<file path="src/rtl/pipeline_defs.sv">
// pipeline_defs: register-address width and EX operand mux select codes
package pipeline_defs;
    localparam int NB_REG = 5;
    localparam logic [1:0] FWD_RF  = 2'b00;
    localparam logic [1:0] FWD_MEM = 2'b01;
    localparam logic [1:0] FWD_WB  = 2'b10;
endpackage

</file>
<file path="src/rtl/fwd_sel_logic.sv">
// fwd_sel_logic: priority forwarding select for one operand, youngest producer first
module fwd_sel_logic #(
    parameter int NB_REG = pipeline_defs::NB_REG
) (
    input  logic [NB_REG-1:0] src,
    input  logic              used,
    input  logic [NB_REG-1:0] ex_rd,
    input  logic              ex_we,
    input  logic [NB_REG-1:0] mem_rd,
    input  logic              mem_we,
    output logic [1:0]        sel
);
    import pipeline_defs::*;
    always_comb begin
        sel = (!used || src == '0)          ? FWD_RF  :
              (ex_we && ex_rd == src)       ? FWD_MEM :
              (mem_we && mem_rd == src)     ? FWD_WB  : FWD_RF;
    end
endmodule

</file>
<file path="src/rtl/forwarding_unit.sv">
// forwarding_unit: registered EX operand forwarding selects and load-use stall request
module forwarding_unit #(
    parameter int NB_REG = pipeline_defs::NB_REG
) (
    input  logic              i_clk,
    input  logic              i_rst_n,
    input  logic              i_halt,
    input  logic              i_flush,
    input  logic [NB_REG-1:0] i_id_rs,
    input  logic [NB_REG-1:0] i_id_rt,
    input  logic              i_id_use_rs,
    input  logic              i_id_use_rt,
    input  logic [NB_REG-1:0] i_id_rd,
    input  logic              i_id_reg_write,
    input  logic              i_id_mem_read,
    output logic [1:0]        o_fwd_a_sel,
    output logic [1:0]        o_fwd_b_sel,
    output logic              o_load_use
);
    import pipeline_defs::*;
    logic [NB_REG-1:0] ex_rd, mem_rd;
    logic              ex_we, ex_ld, mem_we;
    logic [1:0]        sel_a, sel_b;
    logic              bubble;
    fwd_sel_logic #(.NB_REG(NB_REG)) u_sel_a (
        .src(i_id_rs), .used(i_id_use_rs),
        .ex_rd(ex_rd), .ex_we(ex_we), .mem_rd(mem_rd), .mem_we(mem_we),
        .sel(sel_a)
    );
    fwd_sel_logic #(.NB_REG(NB_REG)) u_sel_b (
        .src(i_id_rt), .used(i_id_use_rt),
        .ex_rd(ex_rd), .ex_we(ex_we), .mem_rd(mem_rd), .mem_we(mem_we),
        .sel(sel_b)
    );
    always_comb begin
        o_load_use = i_rst_n && !i_halt && ex_ld && ex_we && ex_rd != '0 &&
                     ((i_id_use_rs && i_id_rs == ex_rd) || (i_id_use_rt && i_id_rt == ex_rd));
        bubble     = o_load_use || i_flush;
    end
    always_ff @(posedge i_clk) begin
        if (!i_rst_n) begin
            ex_rd       <= '0;
            ex_we       <= 1'b0;
            ex_ld       <= 1'b0;
            mem_rd      <= '0;
            mem_we      <= 1'b0;
            o_fwd_a_sel <= FWD_RF;
            o_fwd_b_sel <= FWD_RF;
        end else if (!i_halt) begin
            mem_rd      <= ex_rd;
            mem_we      <= ex_we;
            ex_rd       <= bubble ? '0   : i_id_rd;
            ex_we       <= bubble ? 1'b0 : i_id_reg_write;
            ex_ld       <= bubble ? 1'b0 : i_id_mem_read;
            o_fwd_a_sel <= bubble ? FWD_RF : sel_a;
            o_fwd_b_sel <= bubble ? FWD_RF : sel_b;
        end
    end
endmodule

</file>
<file path="config.mk">
export PLATFORM = sky130hd
export DESIGN_NAME = forwarding_unit
export DESIGN_NICKNAME = d
export VERILOG_FILES = /design/src/rtl/pipeline_defs.sv /design/src/rtl/fwd_sel_logic.sv /design/src/rtl/forwarding_unit.sv
export SDC_FILE = /design/constraint.sdc
export NUM_CORES = 1
export LEC_CHECK = 0
export ABC_AREA = 1
export ABC_CLOCK_PERIOD_IN_PS = 1520
export CAP_MARGIN = 5
export CORE_MARGIN = 3
export CORE_UTILIZATION = 43
export DETAILED_ROUTE_END_ITERATION = 8
export PLACE_DENSITY = 0.74
export SKIP_LAST_GASP = 1
export SYNTH_ARGS = -nofsm -noshare
export SYNTH_HDL_FRONTEND = slang
export SYNTH_SLANG_ARGS = --single-unit
</file>
<file path="constraint.sdc">
create_clock -name i_clk -period 1.52 [get_ports i_clk]
set_clock_uncertainty 0.05 [all_clocks]
set_input_delay 0.456 -clock i_clk [delete_from_list [all_inputs] [get_ports i_clk]]
set_output_delay 0.456 -clock i_clk [all_outputs]
set_load 0.01 [all_outputs]
</file>
==> results.json <==
{
  "cts_tree": "done",
  "path_class": "in2out",
  "dp_hpwl_mm": 2.44,
  "finalPower_mw": 0.989,
  "hold_path_class": "reg2reg",
  "h-tree-depth": 1,
  "drc_errors": 0,
  "ios": 28,
  "finalWirelength_mm": 3.26,
  "met3_usage_pct": 4.30,
  "wl_per_cell_um": 11.9,
  "power_leakage_nw": 0.840,
  "vias": 1397,
  "place_ws_ns": -1.10,
  "globalRouteOverflowTotal": 0,
  "clock-sinks": 17,
  "drive_gt1_share_pct": 26.9,
  "track_usage_pct": 21.0,
  "clk_pin_slew_ns": 0.10,
  "status": "finished, violations left",
  "required_ns": 1.01,
  "place_area_um2": 1570,
  "maxSlewViolCount": 0,
  "grt_pass1_wl_mm": 5.52,
  "area_growth_pct": 51.2,
  "drt_iter0_markers": 54,
  "syn_avg_cell_area_um2": 5.84,
  "cts_root_buf": "clkbuf_4",
  "min_period_ns": 1.93,
  "globalplace.congestion": 0.892,
  "critPathLaunchType": "input pin",
  "met1_usage_pct": 24.1,
  "grt_max_degree": 29,
  "final.setup.tns_ns": -0.887,
  "dp_cells": 264,
  "crit_family": "buffers and inverters",
  "hold_viol": 0,
  "fin_crit_sh_pct": 127,
  "die-area_um2": 3260,
  "antennaDiodeCount": 0,
  "yosys_warnings": 0,
  "synth.distinct_cells": 18,
  "crit_arrival_ns": 1.42,
  "dr.pass1.iters": 4,
  "max_stage_delay_ns": 0.52,
  "num-nets-final": 269,
  "synth.area.top_cells": "dfxtp_1, nand2_1, inv_1",
  "worstPathBufferInverterCount": 3,
  "syn_area_um2": 1120,
  "slowest_stage": "clkdlybuf4s50_1",
  "relSlewSlack_pct": 79.0,
  "final_util_pct": 72.5,
  "setup_ws_ns": -0.407,
  "clk_latency_ns": 0.28,
  "ant_nets": 0,
  "netlist.area_leader.share_pct": 30.4,
  "grt_antenna_before_repair": 0,
  "die_h_um": 57.1,
  "yosysSeqAreaShare_pct": 30.4,
  "setup_violations": 3,
  "fin_cells": 273,
  "ys_seq_elements": 17,
  "ir_drop_mv": 0.587,
  "hold_ws_ns": 0.417,
  "port_buffers": 27,
  "synth_nets": 215,
  "yosys.area.top_type": "dfxtp_1",
  "met2_usage_pct": 36.5,
  "grt_pass1_vias": 1324,
  "initial_utilization_pct": 47.9,
  "critPathMaxFanout": 2,
  "cts_made_buffers": 3,
  "clockBufferDepth": 2,
  "fin_area_um2": 1700,
  "path_cells": "clkdlybuf4s50_1 -> nand4_1 -> nand2_1 -> nand2_2 -> inv_2 -> buf_6",
  "fmax_ghz": 0.519,
  "fp.dieW_um": 57.1,
  "violations": "negative setup slack",
  "synthCells": 192,
  "core_region_area_um2": 2340,
  "vias_per_cell": 5.12,
  "crit_path_end_kind": "output port",
  "worst_slew_pin_slew_ns": 0.315,
  "drv_cap": 0,
  "grt-busiest-layer": "met2",
  "p_per_area_nw_per_um2": 583,
  "rsz0062_at_grt": "yes",
  "std_cell_rows": 17
}
[where the power goes]
| part | internal, mW | total, mW | switching (mW) |
|---|---|---|---|
| Sequential | 0.460 | 0.477 | 0.0170 |
| Clock | 0.102 | 0.234 | 0.132 |
| Combinational | 0.145 | 0.278 | 0.133 |
[placed cells by master, fill, tap and decap left out, types with 6 or more instances in the layout]
| cell type | netlist | layout |
|---|---|---|
| clkdlybuf4s50_1 | 0 | 11 |
| dfxtp_1 | 17 | 12 |
| nand2_1 | 55 | 53 |
| nor2_1 | 23 | 18 |
| nor2_2 | 1 | 6 |
| nand3_1 | 17 | 17 |
| inv_1 | 33 | 29 |
| dlygate4sd2_1 | 0 | 7 |
| buf_4 | 2 | 26 |
| a21oi_1 | 18 | 15 |
[routing by layer]
metal  part of all wire (%)  routed length (um)
met1                     41                1340
met2                     47                1540
met3                    8.8                 286
met4                    2.8                  91
met5                      0                   0
[state kept, by name, indices dropped and copies added (netlist names)]
name and flops:
ex_we 1, ex_ld 1, o_fwd_b_sel 2, o_fwd_a_sel 2, mem_rd 5, mem_we 1, ex_rd 5
[synthesized netlist by cell type]
master,number
nor2_2,1
xnor2_1,6
inv_2,1
a21oi_1,18
nand3_2,1
dfxtp_1,17
nor3_1,4
nand4_1,3
xor2_1,1
clkbuf_1,3
nor2_1,23
inv_1,33
o21ai_0,5
buf_4,2
nand2_2,1
nand2_1,55
buf_6,1
nand3_1,17
[area by class of cell]
cell class,instances,area (um^2)
Timing Repair Buffer,55,474
Tap cell,28,35.0
Clock buffer,4,26.3
Fill cell,205,644
Sequential cell,17,349
Inverter,34,130
Multi-Input combinational cell,135,681
[timing repair]
action                     in CTS  in global routing
hold buffers                    0                  0
resized for setup              44                 19
setup buffers                   4                  1
gates cloned                    0                  0
setup endpoints to repair      16                 12
pin swaps                       9                  9
[cells by family (layout without fill, tap and decap cells)]
logic type / after synthesis / count (layout) / share of synthesized area (%)
DFF: 17 / 17 / 30.4
buffers and inverters: 40 / 93 / 14.7
xor gates and xnor gates: 7 / 7 / 5.47
and+or+nand+nor: 105 / 105 / 39.2
AOI/OAI and AO/OA: 23 / 23 / 10.3
[path summary, 6_finish.rpt]
path	start	end	slack, ns	cells past startpoint
worst max register to register	ex_rd[2]$_SDFFE_PN0N_	o_fwd_a_sel[1]$_SDFFE_PN0N_	-0.27	14
worst min register to register	o_fwd_b_sel[1]$_SDFFE_PN0N_	o_fwd_b_sel[1]$_SDFFE_PN0N_	0.42	2
worst min-delay path	o_fwd_b_sel[1]$_SDFFE_PN0N_	o_fwd_b_sel[1]$_SDFFE_PN0N_	0.42	2
worst max-delay path	i_id_use_rs	o_load_use	-0.41	6
[worst register-to-register path, stage by stage, from the launching register on]
cell and delay, ns:
dfxtp_4 0.38, inv_4 0.07, nand2_2 0.04, nand2_1 0.06
nor2_2 0.05, buf_4 0.12, buf_4 0.12, buf_4 0.12
buf_4 0.12, buf_4 0.12, nand3_1 0.12, nor2_1 0.05
nor2_1 0.11, nand3_2 0.09, a21oi_2 0.13
Note: power is estimated with default switching activity, not from simulation.
